$ cat config.mk
export PLATFORM = sky130hd
export DESIGN_NAME = uart_tx_arbiter
export DESIGN_NICKNAME = d
export VERILOG_FILES = /design/src/rtl/uart_tx_arbiter.sv
export SDC_FILE = /design/constraint.sdc
export NUM_CORES = 1
export LEC_CHECK = 0
export ABC_AREA = 1
export BUFFER_PORTS_ARGS = -buffer_cell sky130_fd_sc_hd__buf_2
export CAP_MARGIN = 20
export CORE_UTILIZATION = 35
export CTS_CLUSTER_DIAMETER = 120
export CTS_CLUSTER_SIZE = 14
export DETAILED_ROUTE_END_ITERATION = 16
export HOLD_SLACK_MARGIN = 0.03
export PLACE_DENSITY_LB_ADDON = 0.2
export SYNTH_ARGS = -nofsm -noshare
export SYNTH_HDL_FRONTEND = slang
export SYNTH_SLANG_ARGS = --single-unit
$ cat constraint.sdc
create_clock -name baud_clk -period 1.7 [get_ports baud_clk]
set_input_delay 0.255 -clock baud_clk [delete_from_list [all_inputs] [get_ports baud_clk]]
set_output_delay 0.255 -clock baud_clk [all_outputs]
set_load 0.03 [all_outputs]
$ cat src/rtl/uart_tx_arbiter.sv
// rtl/uart_tx_arbiter.sv - round-robin arbiter sharing one UART transmitter between requesters
module uart_tx_arbiter #(
  parameter int NUM_REQ       = 4,
  parameter int DATA_WIDTH    = 8,
  parameter int GAP_CYCLES    = 2,
  parameter int START_TIMEOUT = 4,
  localparam int IDW          = (NUM_REQ > 1) ? $clog2(NUM_REQ) : 1
) (
  input  logic                          baud_clk,
  input  logic                          rst_n,
  input  logic [NUM_REQ-1:0]            req_valid,
  input  logic [NUM_REQ*DATA_WIDTH-1:0] req_data,
  output logic [NUM_REQ-1:0]            req_ready,
  input  logic                          tx_shift,
  output logic                          tx_send,
  output logic [DATA_WIDTH-1:0]         tx_data,
  output logic [IDW-1:0]                grant_id,
  output logic                          busy,
  output logic                          tx_abort
);

  typedef enum logic [2:0] {
    IDLE,
    SEND,
    WAIT_START,
    WAIT_DONE,
    GAP
  } state_t;

  state_t         state;
  logic [IDW-1:0] last_grant;
  logic [3:0]     cnt;
  logic           found;
  logic [IDW-1:0] winner;
  logic           grant;

  // Round-robin search: first requester above the previous winner, wrapping to 0
  always_comb begin
    found  = 1'b0;
    winner = '0;
    for (int k = 1; k <= NUM_REQ; k++) begin
      if (!found && req_valid[(int'(last_grant) + k) % NUM_REQ]) begin
        found  = 1'b1;
        winner = IDW'((int'(last_grant) + k) % NUM_REQ);
      end
    end
  end

  // The accept pulse is only possible while idle and out of reset
  assign grant     = rst_n && (state == IDLE) && found;
  assign req_ready = grant ? (NUM_REQ'(1) << winner) : '0;
  assign busy      = (state != IDLE);

  // Frame sequencing: grant, send request, start timeout, completion, inter-frame gap
  always_ff @(posedge baud_clk or negedge rst_n) begin
    if (!rst_n) begin
      state      <= IDLE;
      tx_send    <= 1'b0;
      tx_data    <= '0;
      grant_id   <= '0;
      last_grant <= IDW'(NUM_REQ - 1);
      tx_abort   <= 1'b0;
      cnt        <= '0;
    end else begin
      tx_abort <= 1'b0;
      case (state)
        IDLE: begin
          if (grant) begin
            tx_data    <= req_data[int'(winner)*DATA_WIDTH +: DATA_WIDTH];
            grant_id   <= winner;
            last_grant <= winner;
            tx_send    <= 1'b1;
            state      <= SEND;
          end
        end
        SEND: begin
          cnt   <= '0;
          state <= WAIT_START;
        end
        WAIT_START: begin
          if (tx_shift) begin
            tx_send <= 1'b0;
            state   <= WAIT_DONE;
          end else if (cnt == 4'(START_TIMEOUT - 1)) begin
            // Transmitter never started: drop the frame, requester is not re-accepted
            tx_send  <= 1'b0;
            tx_abort <= 1'b1;
            cnt      <= cnt + 4'd1;
            state    <= IDLE;
          end else begin
            cnt <= cnt + 4'd1;
          end
        end
        WAIT_DONE: begin
          if (!tx_shift) begin
            cnt   <= '0;
            state <= (GAP_CYCLES > 0) ? GAP : IDLE;
          end
        end
        GAP: begin
          if (cnt == 4'(GAP_CYCLES - 1)) begin
            cnt   <= '0;
            state <= IDLE;
          end else begin
            cnt <= cnt + 4'd1;
          end
        end
        default: state <= IDLE;
      endcase
    end
  end

endmodule

==> Word-level counts from Yosys, hierarchy flattened <==
Index checks and enable logic that the tools add are counted.
{ "word_totals": {"wordCells": 91, "register_bits": 21, "out_inout_bits": 17} }
{ "classes": {"n_addsub": 5, "n_eq_ne": 11, "shift": 2, "bitwise_logic": 4, "magnitude_cmp": 4, "n_reduce_logical": 20, "muxes": 38} }
{ "ops": {"columns": ["op", "count"], "rows": [
  ["32-bit by 6-bit variable part select with 8-bit output", 1],
  ["1-bit 2-to-1 mux", 18],
  ["3-bit by 4-bit < comparator with 1-bit output, second input constant", 4],
  ["4-bit 2-to-1 mux", 4],
  ["4-bit one-hot mux with 4 select lines", 1],
  ["3-bit 2-to-1 mux", 5],
  ["3-bit one-hot mux with 5 select lines", 1],
  ["1-bit binary-select mux with 2-bit select", 4],
  ["2-bit 2-to-1 mux", 4],
  ["2-bit != test, second input constant", 4],
  ["2-bit OR reduction", 4],
  ["3-bit by 2-bit equality test with 1-bit output, second input constant", 2],
  ["3-bit AND reduction", 2],
  ["1-bit logical AND", 5],
  ["2-bit by 1-bit adder with 2-bit output, second input constant", 2],
  ["2-bit adder, second input constant", 2],
  ["4-bit by 1-bit adder with 4-bit output, second input constant", 1],
  ["1-bit AND, first input constant", 4],
  ["4-bit by 1-bit equality test with 1-bit output, second input constant", 1],
  ["4-bit by 2-bit equality test with 1-bit output, second input constant", 1],
  ["4-bit AND reduction", 1],
  ["4-bit nonzero test", 1],
  ["1-bit by 2-bit left shift with 4-bit output, first input constant", 1],
  ["3-bit by 1-bit equality test with 1-bit output, second input constant", 1],
  ["other kinds (8)", 10]
]} }

==> Logic depth before layout (Yosys ltp) <==
Gate-level depths: netlist of run 1.
{ "logic_depth": {"word_depth": 19, "ltp_mapped": 17, "depth_no_buf": 16} }

==> Worst setup path before layout of run 1 <==
Ideal clock, no wire load.
{ "synth_timing": {"kind": "reg-to-output", "from": "reg last_grant[0]", "to": "out req_ready[0]", "arrival_time_ns": 2.173, "path_buffers": 1, "path_slack_ns": -0.728, "stages_incl_launch_ff": 12, "path_cell_list": "dfstp_2 > inv_4 > nand2_2 > nand2_1 > nand2_1 > nand2_2 > nor2_4 > nand3_2 > nand2_4 > nand2_8 > buf_12 > nor3_1"} }
{ "synth_between": {"elab_chain_len": 16, "elab_cells_between_ends": 33, "cone_classes": "4 x add/sub; 1 x shift; 21 x mux; 7 x reduce/logical"} }
{ "synth_rtl": {"columns": ["element", "line_no", "rtl"], "rows": [
  ["start, declared", "31", "logic [IDW-1:0] last_grant;"],
  ["start signal, assigned", "61", "last_grant <= IDW'(NUM_REQ - 1);"],
  ["start signal, assigned", "71", "last_grant <= winner;"],
  ["2-bit by 1-bit adder with 2-bit output", "42, 44", null],
  ["1-bit binary-select mux with 2-bit select", "42", "if (!found && req_valid[(int'(last_grant) + k) % NUM_REQ]) begin"],
  ["1-bit 2-to-1 mux (implied by the code) (2 in a row)", "42", null],
  ["1-bit 2-to-1 mux", "42", null],
  ["1-bit zero test", "42", null],
  ["1-bit logical AND", "42", null],
  ["1-bit 2-to-1 mux", "42", null],
  ["1-bit zero test", "42", null],
  ["1-bit logical AND", "42", null],
  ["1-bit 2-to-1 mux", "42", null],
  ["1-bit zero test", "42", null],
  ["1-bit logical AND", "42", null],
  ["2-bit 2-to-1 mux / 1-bit 2-to-1 mux (equally long branches)", "42", null],
  ["1-bit by 2-bit left shift with 4-bit output / 1-bit logical AND (equally long branches)", "51, 50", null],
  ["4-bit 2-to-1 mux *", "51", "assign req_ready = grant ? (NUM_REQ'(1) << winner) : '0;"],
  ["end, declared", "13", "output logic [NUM_REQ-1:0] req_ready,"]
]} }
Every way passes the cells marked *; elsewhere a longest branch is shown, timed or not. The select of a mux whose other input is x is not followed.

==> Final worst setup path of run 1 <==
Ends and elaborated chain as after synthesis.

==> flow_summary.ini, run 1 <==
[cells_and_area]
diodes = 0
layout.cells.non_filler = 390
fill_cells = 408
postLayoutCellArea_mm2 = 0.00256
drive_gt1_frac = 0.497
fin_util = 0.583
area_growth_pct = 59.4
fin_nets = 380

[routing]
drt-initial-drc-count = 36
ant_nets = 0
firstDrtPassIters = 4
post_drt_wl_per_cell_um = 11.9
wl_um = 4650
route.detailed.drc = 0
vias = 1834
routed_via_density = 4.70

[synthesis]
syn_avg_cell_area_um2 = 6.60
synth.largest_area_cell = dfrtp_1
yosys_warnings = 0
ys_ff_latch = 21
synth_top_area_frac = 0.296
syn-num-nets = 284
synth_cells = 243
syn_area_mm2 = 0.00160
ys_types = 30
synth-seq-area-share = 0.329
synthTopCellsByArea = dfrtp_1 (30%), nand2_1 (25%), nand2_2 (8.2%), nand3_1 (7.8%), inv_1 (4.0%)

[clocking]
h-tree-depth = 1
cts_tree = done
cts-root-buf = clkbuf_8
cts_made_buffers = 3
insertion_delay_ns = 0.26
cts_sinks = 21
clk_path_buf_depth = 2
clkTransAtPathRegs_ns = 0.08

[worst_setup_path]
cp-end-kind = output port
crit_cells = 12
cp-start-kind = register
worst-path-buf-inv = 4
critPathMaxStageDelay_ns = 0.61
rr_startpoint = last_grant[0]
path_max_fanout = 7
critical_path.most_common_cell = nand2_2
cp.arrival_ns = 2.07
reg2reg_depth = 18
cpMaxStageDelayCell = dfstp_2
cp-startpoint = last_grant[0]
critical_path_class = register to output port
crit_required_ns = 1.44
critical-path-top-delay-family = simple AND/OR/NAND/NOR gates
path_cells = nand2_1 > nand2_2 > nand2_1 > nand2_2 > inv_1 > nand3_2 > nand2_2 > inv_2 > nand2_4 > buf_4 > nor3_4 > buf_6

[timing]
fin_skew_ns = 0.00582
report.final.slew_viol_count = 0
max_clock_freq_mhz = 430
fin_crit_sh = 1.37
fin_crit_ns = 2.33
rsz0062_at_grt = true
setup_ws_ns = -0.627
setup_viol_count_final = 18
slew_headroom = 0.818
tightest_slew_ns = 0.273
finalHoldViolCount = 0
holdWs_ns = 0.334

[outcome]
violations = negative setup slack
status = finished, violations left

[floorplan]
dieArea_mm2 = 0.00486
die_h_um = 69.7
num_rows = 24
start_util = 0.366
core_mm2 = 0.00438
fp.dieW_um = 69.7
pin_count = 56

[run]
maxCapViolCount = 0

[placement]
dp_cells = 371
place_hpwl_um = 3250
pre_cts_ws_ns = -0.382
place_congestion = 0.809
io_buffer_count = 55
postPlaceCellArea_mm2 = 0.00214

[global_routing]
grt_util_met1 = 0.252
grt_overflow_total = 0
grt_pass1_vias = 1702
grt_usage = 0.190
met3_usage = 0.0291
grt.busiest_layer = met2
grt_pass1_wl_um = 7600
grt_use_met2 = 0.332
grt_max_degree = 22
antenna_found_initial = 0

[hold_path]
hold_path_depth = 3
hp-start = tx_shift
hold_class = primary input to register

[power]
p_leak_nw = 1.43
ir_drop_v = 0.00106
powerDensity_mw_per_mm2 = 2550
## path summary, 6_finish.rpt
path,to,slack (ns)
worst max-delay path,req_ready[0],-0.63
worst min-delay path,state[0],0.33
worst max register to register,tx_data[0],-0.43
worst min register to register,tx_data[3],0.49
max in group asynchronous,last_grant[1],0.85
min in group asynchronous,grant_id[0],0.57
## through the flow
step / power (mW) / TNS (ns)
final: 6.53 / -6.58
after global routing: 7.14 / -9.74
after CTS: 6.08 / -6.07
after detailed placement: 5.02 / -4.57
after global placement: 5.02 / -4.07
after floorplan: 3.92 / -2.70
## timing repair
item	in CTS	in global routing
setup buffers	6	8
cloned	1	1
gates resized for setup	41	24
pin swaps	20	12
endpoints found under the hold margin	19	0
endpoints found under the setup margin	20	25
hold buffers	1	0
## synthesized netlist by cell type, drive strengths merged
library cell  number
a31oi              1
and3               1
buf                6
nor2              12
ha                 2
nand2            131
nand3             26
o22ai              1
dfrtp             19
nor3               5
dfstp              2
o221ai             1
o31ai              1
nand3b             1
a21oi              2
o21ai             11
inv               21
## registers in the layout, summed over array words and instances (netlist names)
| register | cells |
|---|---|
| tx_data | 8 |
| cnt | 4 |
| state | 3 |
| grant_id | 2 |
| last_grant | 2 |
| tx_abort | 1 |
| tx_send | 1 |
## worst register-to-register path, cell delays in order (launching register included)
cell     delay, ns
dfstp_2       0.61
inv_4         0.08
nand2_2       0.06
nand2_2       0.06
nand2_1       0.08
nand2_2       0.07
nand2_2       0.07
nand2_2       0.08
nor2_4        0.11
nand2_4       0.08
buf_4         0.14
buf_6         0.12
buf_8         0.13
nand3_1       0.06
nand2_1       0.06
nand2_1       0.05
nand2_1       0.06
nand2_1       0.06
nand2_1       0.05
## per-layer routing
metal,vias up,part of all wire
met2,32,0.51
met3,4,0.030
met4,0,0.0064
li1,957,-
met5,-,0
met1,841,0.45
## power by group
group          leakage [nW]  switching [mW]  total (mW)  internal [mW]
Combinational          1.15            2.99        5.31           2.32
Sequential            0.267           0.168       0.894          0.726
Clock                0.0228           0.162       0.329          0.167
## kinds of logic (layout without fill, tap and decap cells)
group | after synthesis | after routing | share of synthesized area
AO/OA/AOI/OAI | 17 | 17 | 0.0585
adder cells (fa/ha/maj) | 2 | 2 | 0.0156
buffers and inverters | 27 | 122 | 0.0874
flip-flops | 21 | 21 | 0.329
AND/OR/NAND/NOR | 176 | 176 | 0.509
## cell usage in the layout, fill, tap and decap left out, types with 7 or more instances in the layout
cell	synthesis	final
buf_2	1	51
buf_4	3	25
buf_6	1	15
dfrtp_1	19	19
inv_1	17	15
nand2_1	107	95
nand2_2	21	29
nand3_1	25	19
nor2_4	2	7
## area by class of cell
| type | instances | area (µm²) | area share |
|---|---|---|---|
| multi-input combinational | 195 | 1110 | 0.433 |
| timing repair buffer | 97 | 719 | 0.281 |
| sequential | 21 | 528 | 0.207 |
| inverter | 21 | 91.3 | 0.0357 |
| tap | 52 | 65.1 | 0.0255 |
| clock buffer | 4 | 45.0 | 0.0176 |
No activity file was read; power rests on OpenSTA's default activity.
==> inputs of run 2 (changes only) <==
--- a/config.mk
+++ b/config.mk
@@ -5,7 +5,6 @@
 export SDC_FILE = /design/constraint.sdc
 export NUM_CORES = 1
 export LEC_CHECK = 0
-export ABC_AREA = 1
 export BUFFER_PORTS_ARGS = -buffer_cell sky130_fd_sc_hd__buf_2
 export CAP_MARGIN = 20
 export CORE_UTILIZATION = 35
==> run 2 against run 1 <==
The flow still finishes with violations (negative setup slack). Fmax grew 15%. Sequential power shrank 3.1%. Clock-buffer cell count is the same. Global-route usage shrank 2.4 points. Via count shrank 31%. Critical path depth shrank 6. Total power shrank 48%.
==> flow_summary.ini, run 2 <==
[outcome]
status = finished, violations left
violations = negative setup slack

[hold_path]
hp-start = tx_shift
hold_path_depth = 2
hold_class = primary input to register
hold_end = tx_abort

[placement]
place_hpwl_um = 2400
place_congestion = 0.875
postPlaceCellArea_mm2 = 0.00180
pre_cts_ws_ns = -0.129
io_buffer_count = 55

[worst_setup_path]
cp-startpoint = last_grant[0]
cp-start-kind = register
reg2reg_depth = 8
cp-end-kind = output port
path_max_fanout = 7
cp.arrival_ns = 1.77
crit_required_ns = 1.44
reg2reg_slack_ns = -0.27
regToRegEndpoint = tx_data[0]
critical_path_class = register to output port
rr_startpoint = last_grant[0]

[timing]
finalHoldViolCount = 0
fin_crit_ns = 2.03
fin_skew_ns = 0.00566
setup_ws_ns = -0.325
setup_viol_count_final = 14
rsz0062_at_grt = true
fin_tns_setup_ns = -3.30
report.final.slew_viol_count = 0
tightest_slew_ns = 0.421
max_clock_freq_mhz = 494
fin_crit_sh = 1.19
slew_headroom = 0.719

[clocking]
h-tree-depth = 1
cts_tree = done
insertion_delay_ns = 0.26
cts_made_buffers = 3
cts-root-buf = clkbuf_8
clkTransAtPathRegs_ns = 0.08
cts_sinks = 21
clk_path_buf_depth = 2

[synthesis]
synth_edf_count = 0
synth_cells = 125
synth-async-reset-ratio = 1.00
syn_area_mm2 = 0.00133
synthTopCellsByCount = mux2i_1 (24), dfrtp_1 (19), o21ai_0 (12), mux2_2 (9), nand2_1 (8)
synth.most_common_cell = mux2i_1
synth_top_area_frac = 0.358
ys_ff_latch = 21
syn_avg_cell_area_um2 = 10.6
synth-seq-area-share = 0.398
ys_types = 34
ys.flop_type = dfrtp_1
synthTopCellsByArea = dfrtp_1 (36%), mux2i_1 (18%), mux2_2 (7.6%), o21ai_0 (4.5%), dfstp_2 (4.0%)
yosys_warnings = 0
syn-num-nets = 166
synth.largest_area_cell = dfrtp_1

[cells_and_area]
postLayoutCellArea_mm2 = 0.00201
diodes = 0
largest_reg_flops = 8
fin_nets = 248
largestRegisters = tx_data x8, cnt x4, state x3
drive_gt1_frac = 0.539
largest-register = tx_data
fill_cells = 307
final_cell_mix = buf_2 (51), mux2i_1 (24), buf_4 (20)
area_growth_pct = 51.7
final_common_cell = buf_2

[routing]
firstDrtPassIters = 4
ant_nets = 0
routed_via_density = 4.99
wl_um = 3300
route.detailed.drc = 0
post_drt_wl_per_cell_um = 13.1
drt-initial-drc-count = 19
vias = 1257

[floorplan]
pin_count = 56
start_util = 0.382
die_h_um = 63.6
core_mm2 = 0.00347
num_rows = 21
fp.dieW_um = 63.6
dieArea_mm2 = 0.00404

[global_routing]
grt_overflow_total = 0
grt_pass1_wl_um = 5380
grt_usage = 0.166
grt_max_degree = 22
antenna_found_initial = 0
grt_pass1_vias = 1285

[power]
p_leak_nw = 1.02
ir_drop_v = 0.000685
powerDensity_mw_per_mm2 = 1700

[run]
maxCapViolCount = 0
==> run 2: changes by cell type in the layout (fill, tap and decap cells not counted), moves of 6 or more <==
cell     change
buf_6        -7
inv_1       -11
mux2_2       +6
mux2i_1     +24
nand2_1     -89
nand2_2     -29
nand3_1     -17
nand3_2      -6
==> run 2: layout make-up <==
class | instances | area (µm²) | share of cell area
Multi-Input combinational cell | 95 | 826 | 0.410
Timing Repair Buffer | 82 | 541 | 0.269
Tap cell | 46 | 57.6 | 0.0286
Inverter | 4 | 15.0 | 0.00746
Clock buffer | 4 | 45.0 | 0.0224
Sequential cell | 21 | 528 | 0.262
==> run 2: repair_timing <==
item	4_1_cts	5_1_grt
resized for setup	11	13
hold buffers	1	0
buffers inserted	7	2
pin swaps	3	4
setup endpoints to repair	14	16
endpoints found under the hold margin	19	0
==> run 2: worst max path at each step <==
stage | end
global placement | req_ready[2]
floorplan | req_ready[1]
CTS | req_ready[3]
global route | req_ready[3]
detailed placement | tx_data[5]
finish | req_ready[3]
==> run 2: cells by family (layout without fill, tap and decap cells) <==
kind of cell | count (synthesis) | in the layout | synth area share
mux | 34 | 34 | 0.266
compound gates | 27 | 27 | 0.132
simple gates | 31 | 31 | 0.123
buf+inv | 9 | 90 | 0.0557
xor+xnor | 1 | 1 | 0.00660
flops | 21 | 21 | 0.398
fa+ha+maj | 2 | 2 | 0.0189
==> run 2: where the power goes <==
| part | leakage [nW] | switching [mW] | internal [mW] |
|---|---|---|---|
| Combinational | 0.741 | 1.14 | 1.07 |
| Sequential | 0.257 | 0.137 | 0.729 |
| Clock | 0.0228 | 0.166 | 0.167 |
==> run 2: worst max-delay path: stages, from the launching register on <==
cell      delay, ns
dfstp_2        0.57
nand2b_4       0.15
o21ai_2        0.05
a211o_1        0.29
buf_12         0.15
and3_4         0.17
buf_6          0.13
==> run 2: routing by layer <==
metal	track usage	routed length [µm]	up-vias
met3	0.0217	137	4
met1	0.196	1420	605
met5	0	0	-
li1	-	-	613
met2	0.302	1710	35
met4	0.0625	34	0
==> run 2: stage by stage <==
stage                     instances  power [mW]   util  hold slack (ns)
after global placement          238        2.72  0.518            0.294
after detailed placement        238        2.77  0.518            0.302
after global routing            252        3.63  0.580            0.235
final                           252        3.41  0.580            0.242
after floorplan                 125        2.23      -          -0.0406
after CTS                       250        3.25  0.561            0.234
==> inputs of run 3 (changes only) <==
--- a/config.mk
+++ b/config.mk
@@ -7,7 +7,7 @@
 export LEC_CHECK = 0
 export BUFFER_PORTS_ARGS = -buffer_cell sky130_fd_sc_hd__buf_2
 export CAP_MARGIN = 20
-export CORE_UTILIZATION = 35
+export CORE_UTILIZATION = 51
 export CTS_CLUSTER_DIAMETER = 120
 export CTS_CLUSTER_SIZE = 14
 export DETAILED_ROUTE_END_ITERATION = 16
==> constraint.sdc (replaced) <==
create_clock -name baud_clk -period 2.4 [get_ports baud_clk]
set_input_delay 0.36 -clock baud_clk [delete_from_list [all_inputs] [get_ports baud_clk]]
set_output_delay 0.36 -clock baud_clk [all_outputs]
set_load 0.03 [all_outputs]
==> run 3 against run 2 <==
The run now ends clean. Setup slack improved by 0.46 ns. Critical path depth down 1. Sequential share of layout area up 5.6 points. Sequential power shrank 26%. Non-clock buffer count is 22 lower. Flip-flop and latch count unchanged. Wire length fell by 19%. Global-route usage rose by 4.8 points. Hold slack better by 0.042 ns. Core utilization is 9.1 points higher. Clock-buffer cell count is 1 lower. Largest power group unchanged.
==> flow_summary.ini, run 3 (synthesis results as in run 2) <==
[routing]
firstDrtPassIters = 4
wl_um = 2690
drt-initial-drc-count = 21
routed_via_density = 5.30
ant_nets = 0
post_drt_wl_per_cell_um = 12.6
vias = 1135
route.detailed.drc = 0

[placement]
io_buffer_count = 55
pre_cts_ws_ns = 0.364
place_congestion = 0.724
place_hpwl_um = 2090

[power]
p_seq_frac = 0.332
clockPowerShare = 0.091
p_int_mw = 1.04
p_leak_nw = 0.857
ir_drop_v = 0.000743
powerDensity_mw_per_mm2 = 1150
p_switching_uw = 881
comb_power_share = 0.577
sw_frac_of_total = 0.459

[timing]
fin_crit_sh = 0.944
max_clock_freq_mhz = 442
fin_tns_setup_ns = 0
fin_crit_ns = 2.26
fin_skew_ns = 0.00915
tightest_slew_ns = 0.564
report.final.slew_viol_count = 0
rsz0062_at_grt = false
finalHoldViolCount = 0
setup_viol_count_final = 0
slew_headroom = 0.620
setup_ws_ns = 0.135

[clocking]
clkTransAtPathRegs_ns = 0.13
clk_path_buf_depth = 2
insertion_delay_ns = 0.31
cts_tree = done
h-tree-depth = 1
cts_made_buffers = 3
cts_sinks = 21
cts-root-buf = clkbuf_4
post_cts_buffers = 0

[floorplan]
dieArea_mm2 = 0.00281
pin_count = 56
core_mm2 = 0.00248
die_h_um = 53.0
num_rows = 18
start_util = 0.535
fp.dieW_um = 53.0

[worst_setup_path]
cpMaxStageDelayCell = dfstp_2
critical-path-top-delay-family = flip-flops
cp-start-kind = register
path_cells = nand2b_1 > o21ai_0 > a211o_2 > and3_1 > buf_2
cp.arrival_ns = 1.90
critPathMaxStageDelay_ns = 0.57
critical_path_class = register to output port
path_max_fanout = 10
crit_required_ns = 2.04
cp-end-kind = output port
worst-path-buf-inv = 1

[cells_and_area]
fill_cells = 201
largest-register = tx_data
largestRegisters = tx_data x8, cnt x4, state x3
drive_gt1_frac = 0.446
regArea_um2 = 529
diodes = 0
fin_nets = 226
fin_util = 0.671
multi_input_area_um2 = 738
area_growth_pct = 25.4
largest_reg_flops = 8
final_cell_mix = buf_2 (55), mux2i_1 (24), dfrtp_1 (18)
final_common_cell = buf_2

[global_routing]
grt_max_degree = 22
grt_pass1_wl_um = 4310
antenna_found_initial = 0
grt_usage = 0.215
grt_pass1_vias = 1036
grt_overflow_total = 0

[hold_path]
hold_class = primary input to register

[outcome]
status = complete, no violations

[run]
maxCapViolCount = 0
-- run 3: cell count changes in the layout (fill, tap and decap cells not counted), sizes merged --
cell,previous run,this run
clkbuf,4,3
clkinv,0,1
buf,81,59
-- run 3: area by class of cell --
type                            count  share of cell area
Clock buffer                        3              0.0135
Clock inverter                      1             0.00301
Inverter                            4             0.00903
Multi-Input combinational cell     95               0.444
Sequential cell                    21               0.318
Tap cell                           30              0.0226
Timing Repair Buffer               60               0.190
-- run 3: per-layer routing --
metal	vias up	routed length, µm	track usage
met4	0	18	0.0921
met3	6	154	0.0460
met2	37	1350	0.367
li1	574	-	-
met1	518	1170	0.257
met5	-	0	0
-- run 3: final timing paths --
kind                               startpoint             to  slack [ns]  depth (start not counted)
worst max-delay path            last_grant[0]   req_ready[3]        0.14                          5
worst min-delay path                 tx_shift       tx_abort        0.28                          2
worst max register to register  last_grant[0]     tx_data[7]        0.46                          6
worst min register to register    grant_id[0]    grant_id[0]        0.50                          1
max in group asynchronous               rst_n  last_grant[0]        1.56                          3
min in group asynchronous               rst_n         cnt[3]        0.56                          3
-- run 3: timing repair --
item / in CTS / in global routing
gates resized for setup: 0 / 4
hold endpoints to repair: 11 / 0
hold buffers: 1 / 0
setup endpoints to repair: 0 / 4
-- run 3: metrics by stage --
| stage | area, µm² | power [mW] | std cells | hold slack [ns] |
|---|---|---|---|---|
| finish | 1660 | 1.92 | 214 | 0.283 |
| global route | 1660 | 2.06 | 214 | 0.280 |
| CTS | 1660 | 1.92 | 214 | 0.276 |
| detailed placement | 1620 | 1.75 | 209 | 0.374 |
| global placement | 1620 | 1.71 | 209 | 0.379 |
| floorplan | 1330 | 1.51 | 125 | 0.0644 |
-- run 3: power groups by stage --
stage | registers, mW | logic [mW] | clock network (mW)
6_report | 0.637 | 1.11 | 0.175
5_1_grt | 0.658 | 1.21 | 0.198
4_1_cts | 0.633 | 1.11 | 0.181
3_3_place_gp | 0.625 | 1.08 | 0
2_1_floorplan | 0.810 | 0.695 | 0
3_5_place_dp | 0.639 | 1.11 | 0
